**config.mk**
```make
export PLATFORM = sky130hd
export DESIGN_NAME = hazard_forward_unit
export DESIGN_NICKNAME = d
export VERILOG_FILES = /design/src/rtl/hazard_forward_unit.sv
export SDC_FILE = /design/constraint.sdc
export NUM_CORES = 1
export LEC_CHECK = 0
export CORE_AREA = 2 2 68 70
export DETAILED_ROUTE_END_ITERATION = 6
export DIE_AREA = 0 0 70 72
export PLACE_DENSITY = 0.74
export SLEW_MARGIN = 5
export SYNTH_ARGS = -nofsm -noshare
export SYNTH_HDL_FRONTEND = slang
export SYNTH_SLANG_ARGS = --single-unit
```
**constraint.sdc**
```tcl
create_clock -name Clk -period 2 [get_ports Clk]
set_input_delay 0.2 -clock Clk [delete_from_list [all_inputs] [get_ports Clk]]
set_output_delay 0.2 -clock Clk [all_outputs]
set_load 0.05 [all_outputs]
```
**src/rtl/hazard_forward_unit.sv**
```systemverilog
// Pipeline hazard unit: 3-entry destination scoreboard (EX/MEM/WB), operand
// forwarding selects, load-use stall detection and branch flush control.
module hazard_forward_unit (
   input  logic        Clk,
   input  logic        Reset,
   input  logic [4:0]  ID_RS,
   input  logic [4:0]  ID_RT,
   input  logic        ID_USES_RS,
   input  logic        ID_USES_RT,
   input  logic        ID_RF_ENABLE,
   input  logic        ID_LOAD_INSTR,
   input  logic [4:0]  ID_DEST,
   input  logic        ID_BRANCH_TAKEN,
   output logic        PC_LE,
   output logic        IFID_LE,
   output logic        IFID_FLUSH,
   output logic        IDEX_NOP,
   output logic [1:0]  FWD_A,
   output logic [1:0]  FWD_B,
   output logic        OUT_EnableEX,
   output logic        OUT_EnableMEM,
   output logic        OUT_EnableWB,
   output logic [4:0]  OUT_regEX,
   output logic [4:0]  OUT_regMEM,
   output logic [4:0]  OUT_regWB,
   output logic [15:0] STALL_CNT
);

   typedef enum logic [1:0] {ST_RUN, ST_STALL, ST_FLUSH} ctl_state_t;

   localparam logic [1:0] SRC_RF  = 2'b00;
   localparam logic [1:0] SRC_EX  = 2'b01;
   localparam logic [1:0] SRC_MEM = 2'b10;
   localparam logic [1:0] SRC_WB  = 2'b11;

   // Scoreboard: p0 = EX, p1 = MEM, p2 = WB
   logic       vld_p0, vld_p1, vld_p2;
   logic       ld_p0,  ld_p1,  ld_p2;
   logic [4:0] dst_p0, dst_p1, dst_p2;

   ctl_state_t state_q;
   logic [15:0] stall_cnt_q;
   logic        lu;

   // A load in EX has no result yet, so it can only ever be picked up from MEM onward.
   function automatic logic [1:0] fwd_sel(
      input logic [4:0] src,
      input logic       uses,
      input logic       v0, input logic l0, input logic [4:0] d0,
      input logic       v1, input logic [4:0] d1,
      input logic       v2, input logic [4:0] d2
   );
      logic [1:0] sel;
      sel = SRC_RF;
      if (uses && (src != 5'd0)) begin
         if (v0 && !l0 && (d0 == src))
            sel = SRC_EX;
         else if (v1 && (d1 == src))
            sel = SRC_MEM;
         else if (v2 && (d2 == src))
            sel = SRC_WB;
      end
      return sel;
   endfunction

   function automatic logic load_use(
      input logic [4:0] rs, input logic use_rs,
      input logic [4:0] rt, input logic use_rt,
      input logic v0, input logic l0, input logic [4:0] d0
   );
      return v0 && l0 && ((use_rs && (rs == d0)) || (use_rt && (rt == d0)));
   endfunction

   always_comb begin
      lu         = load_use(ID_RS, ID_USES_RS, ID_RT, ID_USES_RT, vld_p0, ld_p0, dst_p0);
      PC_LE      = 1'b1;
      IFID_LE    = 1'b1;
      IFID_FLUSH = 1'b0;
      IDEX_NOP   = 1'b0;
      FWD_A      = SRC_RF;
      FWD_B      = SRC_RF;
      if (lu) begin
         // Stall wins over a taken branch; the branch is re-evaluated once the load clears.
         PC_LE    = 1'b0;
         IFID_LE  = 1'b0;
         IDEX_NOP = 1'b1;
      end else begin
         IFID_FLUSH = ID_BRANCH_TAKEN;
         FWD_A = fwd_sel(ID_RS, ID_USES_RS, vld_p0, ld_p0, dst_p0,
                         vld_p1, dst_p1, vld_p2, dst_p2);
         FWD_B = fwd_sel(ID_RT, ID_USES_RT, vld_p0, ld_p0, dst_p0,
                         vld_p1, dst_p1, vld_p2, dst_p2);
      end
   end

   // ---- scoreboard shift: ID -> EX -> MEM -> WB ----
   always_ff @(posedge Clk) begin
      if (Reset) begin
         vld_p0 <= 1'b0; ld_p0 <= 1'b0; dst_p0 <= 5'd0;
         vld_p1 <= 1'b0; ld_p1 <= 1'b0; dst_p1 <= 5'd0;
         vld_p2 <= 1'b0; ld_p2 <= 1'b0; dst_p2 <= 5'd0;
      end else begin
         vld_p2 <= vld_p1; ld_p2 <= ld_p1; dst_p2 <= dst_p1;
         vld_p1 <= vld_p0; ld_p1 <= ld_p0; dst_p1 <= dst_p0;
         if (IDEX_NOP) begin
            vld_p0 <= 1'b0;
            ld_p0  <= 1'b0;
            dst_p0 <= 5'd0;
         end else begin
            vld_p0 <= ID_RF_ENABLE && (ID_DEST != 5'd0);
            ld_p0  <= ID_LOAD_INSTR;
            dst_p0 <= ID_DEST;
         end
      end
   end

   // ---- control state and stall statistics ----
   always_ff @(posedge Clk) begin
      if (Reset) begin
         state_q     <= ST_RUN;
         stall_cnt_q <= 16'd0;
      end else begin
         if (lu)
            state_q <= ST_STALL;
         else if (ID_BRANCH_TAKEN)
            state_q <= ST_FLUSH;
         else
            state_q <= ST_RUN;
         if (lu && (stall_cnt_q != 16'hFFFF))
            stall_cnt_q <= stall_cnt_q + 16'd1;
         // The bubble inserted by a stall empties EX, so a second stall cannot follow.
         assert (!((state_q == ST_STALL) && lu));
      end
   end

   assign OUT_EnableEX  = vld_p0;
   assign OUT_EnableMEM = vld_p1;
   assign OUT_EnableWB  = vld_p2;
   assign OUT_regEX     = dst_p0;
   assign OUT_regMEM    = dst_p1;
   assign OUT_regWB     = dst_p2;
   assign STALL_CNT     = stall_cnt_q;

   logic unused_ok;
   assign unused_ok = ^{ld_p1, ld_p2};

endmodule

```
# After elaboration in Yosys (flattened, before gate mapping)
# Index checks and enable logic that the tools add are counted.
# word_totals
regBits	35
in_bits	22
out_inout_bits	42
elab_cells	52
# classes
add_sub_neg	1
n_eq_ne	9
muxes	13
n_reduce_logical	21
# ops
op	count
$eq 5x5->1	8
$mux 2	10
$add 16x1->16 const B	1
$ne 16x16->1 const B	1
$logic_and 1x1->1	15
$reduce_bool 5->1	3
$mux 1	3
$reduce_or 2->1	1
$logic_not 1->1	1
$logic_or 1x1->1	1

# Logic depth before layout (Yosys ltp)
# logic_depth
ltp_word	7
ltp_mapped	7
depth_no_buf	6

# Least setup slack after synthesis
# Ideal clock, no wire load.
# synth_timing
kind	reg-to-output
startpoint	reg dst_p0[3] (netlist: OUT_regEX[3])
endpoint	out FWD_A[1]
t_arrival_ps	2971
t_required_ps	1800
path_slack_ps	-1171
stages_incl_launch_ff	6
n_path_buf	0
path_cell_list	dfxtp_1 xor2_1 nor2_1 a32oi_2 nor2b_1 nor4_1
# synth_via
elab_chain_cells	5
elab_cells_between_ends	11
classes_between	3 x eq/ne; 3 x mux; 5 x reduce/logical
# synth_rtl
element	line	text
start, declared	39	logic [4:0] dst_p0, dst_p1, dst_p2;
start signal, assigned	99	vld_p0 <= 1'b0; ld_p0 <= 1'b0; dst_p0 <= 5'd0;
start signal, assigned	108	dst_p0 <= 5'd0;
start signal, assigned	112	dst_p0 <= ID_DEST;
$eq 5x5->1, on equally long branches	56, 71	
$logic_and 1x1->1, on equally long branches	56, 71	
$mux 2 / $logic_or 1x1->1 (equally long branches)	56, 71	
$mux 2 / $logic_and 1x1->1 (equally long branches)	55, 71	
$mux 2 *	82	if (lu) begin
end, declared	18	output logic [1:0] FWD_A,
# Mark *: on every way between the ends. The rest lies on a longest branch, timed or not.

# Worst setup path after layout
# layout_timing
startpoint	reg dst_p0[0] (netlist: OUT_regEX[0])
endpoint	out FWD_A[1]
# The elaborated chain is that of the path after synthesis.

==> results.cfg <==
[clock_tree]
clkSinkCount = 35
cts_htree_levels = 2
cts_tree = done
root_buffer = clkbuf_8
clk_latency_ns = 0.29
cts_buffers = 5
path_clk_slew_ns = 0.07
clockBufferDepth = 2

[pwr]
ir_drop_mv = 0.379
leakagePower_uw = 0.00118
powerDensity_nw_per_um2 = 517
p_total_uw = 1660

[logic_synthesis]
synth_commonest_cells = 35 x dfxtp_1, 26 x xor2_1, 21 x nor2b_1, 12 x nor4_1, 12 x or4_1
syn-cell-area_sq_um = 1900
synth_area_leaders = dfxtp_1 37%, xor2_1 12%, nor2b_1 6.9%
synth_warnings = 0
ys_seq_elements = 35
synth_edf_count = 0
syn-num-nets = 232
synth_top_area_frac = 0.370
synth.most_common_cell = dfxtp_1
synthArstFlopShare = 0
ys_types = 37
synth-seq-area-share = 0.370
yosysTopAreaCell = dfxtp_1
synth_cells = 209
avgSynthCellArea_sq_um = 9.07
ys.flop_type = dfxtp_1

[critical_path]
slowest_delay_ns = 0.38
worst_path_most_repeated_cell = buf_4
cp-end-kind = output pin
crit_path_cell_trace = xor2_1, nor2_1, a32oi_2, buf_4, nor2b_4, buf_4, nor4_4, buf_12
worst_ep_required_time_ns = 1.80
reg2regPathDepth = 5
critical_path_class = reg2out
arrival_ns = 2.03
crit_fanout = 4
critPathSlowestCell = dfxtp_4
cpLargestDelayFamily = buffers and inverters
critPathBufInv = 3
path_depth = 8
startpoint_type = flip-flop

[grt]
gr-total-overflow = 0
antenna_found_initial = 0
grt_max_degree = 24
grt_pass1_vias = 1882
grt_first_pass_wirelength_microns = 9040
track_usage = 0.225

[timing]
fmax_mhz = 449
min_period_ns = 2.23
finalWorstSetupSlack_ns = -0.229
rsz0062_at_grt = yes
slew_violations = 0
fin_worst_skew_ns = 0.00719
slew_headroom = 0.563
final.period_utilization = 1.11
worstMarginPinSlew_ns = 0.653
setup_viol = 8
hold_viol = 0

[hold_path]
holdPathStages = 3
hp-class = in2reg

[flow_run]
drv_cap = 0

[route]
drc_errors = 0
detail-route-antenna-nets = 0
dr.pass1.iters = 4
num_vias = 1929
vias_per_cell = 5.42
totalWireLength_microns = 5710
wire_per_inst_microns = 16.0
drt_iter0_markers = 116

[placement]
routabilityCongestion = 0.902
post-place-ws_ns = -0.344
hpwl_microns = 4170
portBuffers = 63

[die]
die_y_microns = 72
core_sq_um = 4260
die-area_sq_um = 5040
ioPinCount = 64
start_util = 0.445
die_w_microns = 70
row_count = 24

[cells_and_area]
drive_above_1_share = 0.345
fillers = 312
area_growth_pct = 69.8
final_net_count = 326
diodes = 0

[outcome]
status = complete, but fails checks
failed_checks = setup timing
[sequential cells by signal, indices dropped and copies added (netlist names)]
signal	cells
STALL_CNT	16
OUT_regMEM	5
OUT_regEX	5
OUT_EnableMEM	1
OUT_EnableWB	1
OUT_EnableEX	1
ld_p0	1
OUT_regWB	5
[kinds of logic after synthesis]
kind of cell,after synthesis,synth area share
simple gates,100,0.324
flops,35,0.370
xor+xnor,30,0.139
compound gates,25,0.0918
buf+inv,11,0.0284
mux,7,0.0409
fa+ha+maj,1,0.00660
[area by class of cell]
cell class	count	area, sq um	share of cell area
clock buffer	5	68.8	0.0214
clock inverter	3	43.8	0.0136
inverter	3	15.0	0.00467
multi-input combinational	163	1320	0.410
sequential	35	751	0.233
tap	52	65.1	0.0202
timing repair buffer	95	955	0.297
[report_power, final]
part | internal (uW) | switching (uW) | leakage (uW)
registers | 707 | 24.4 | 0.000297
clock network | 371 | 262 | 0.0000581
logic | 138 | 161 | 0.000820
total | 1210 | 448 | 0.00118
[metrics by stage]
| stage | util | std cells | setup TNS, ns | cell area (sq um) | hold slack [ns] |
|---|---|---|---|---|---|
| after floorplan | - | 209 | -0.594 | 2030 | 0.334 |
| final | 0.755 | 356 | -1.43 | 3220 | 0.459 |
| after global placement | 0.695 | 343 | -5.61 | 2960 | 0.472 |
| after CTS | 0.739 | 356 | -1.48 | 3150 | 0.454 |
| after detailed placement | 0.695 | 343 | -6.52 | 2960 | 0.489 |
| after global routing | 0.755 | 356 | -2.32 | 3220 | 0.466 |
[timing repair]
item | CTS | global route
gates resized for setup | 18 | 10
endpoints found under the setup margin | 13 | 20
setup buffers | 5 | 0
gates cloned | 0 | 0
pin swaps | 12 | 1
hold buffers | 0 | 0
[worst paths after layout]
kind                start      endpoint  slack, ns
max          OUT_regEX[0]      FWD_A[1]      -0.23
min          ID_RF_ENABLE  OUT_EnableEX       0.46
max reg2reg  STALL_CNT[4]  STALL_CNT[0]       0.05
min reg2reg  STALL_CNT[7]  STALL_CNT[7]       0.50
[placed cells by master (no fill, tap or decap), types with 7 or more instances in the layout]
cell type        Yosys  final
clkdlybuf4s50_1      0     45
buf_4                1     30
xor2_1              26     20
nor2b_1             21     19
dfxtp_2              0     13
dfxtp_1             35     13
or4_1               12     12
nor2_1              10     10
dlygate4sd2_1        0     10
dfxtp_4              0      9
buf_12               0      9
a21oi_1              8      8
nor3b_1              8      7
nand3_1              7      7
o31ai_1              7      7
[routing by layer]
layer  up-vias  global-route usage  routed length (microns)
met2        63               0.378                     2810
li1        940                   -                        -
met5         -                   0                        0
met3         6              0.0417                      292
met1       920               0.302                     2550
met4         0              0.0577                       56
[worst register-to-register path, cell delays in order, from the launching register on]
cell     delay [ns]
dfxtp_2        0.38
nand4_1        0.28
or3_4          0.52
o21ai_4        0.27
nor2_1         0.11
mux2_2         0.28
Power figures use the tool's default switching activity.
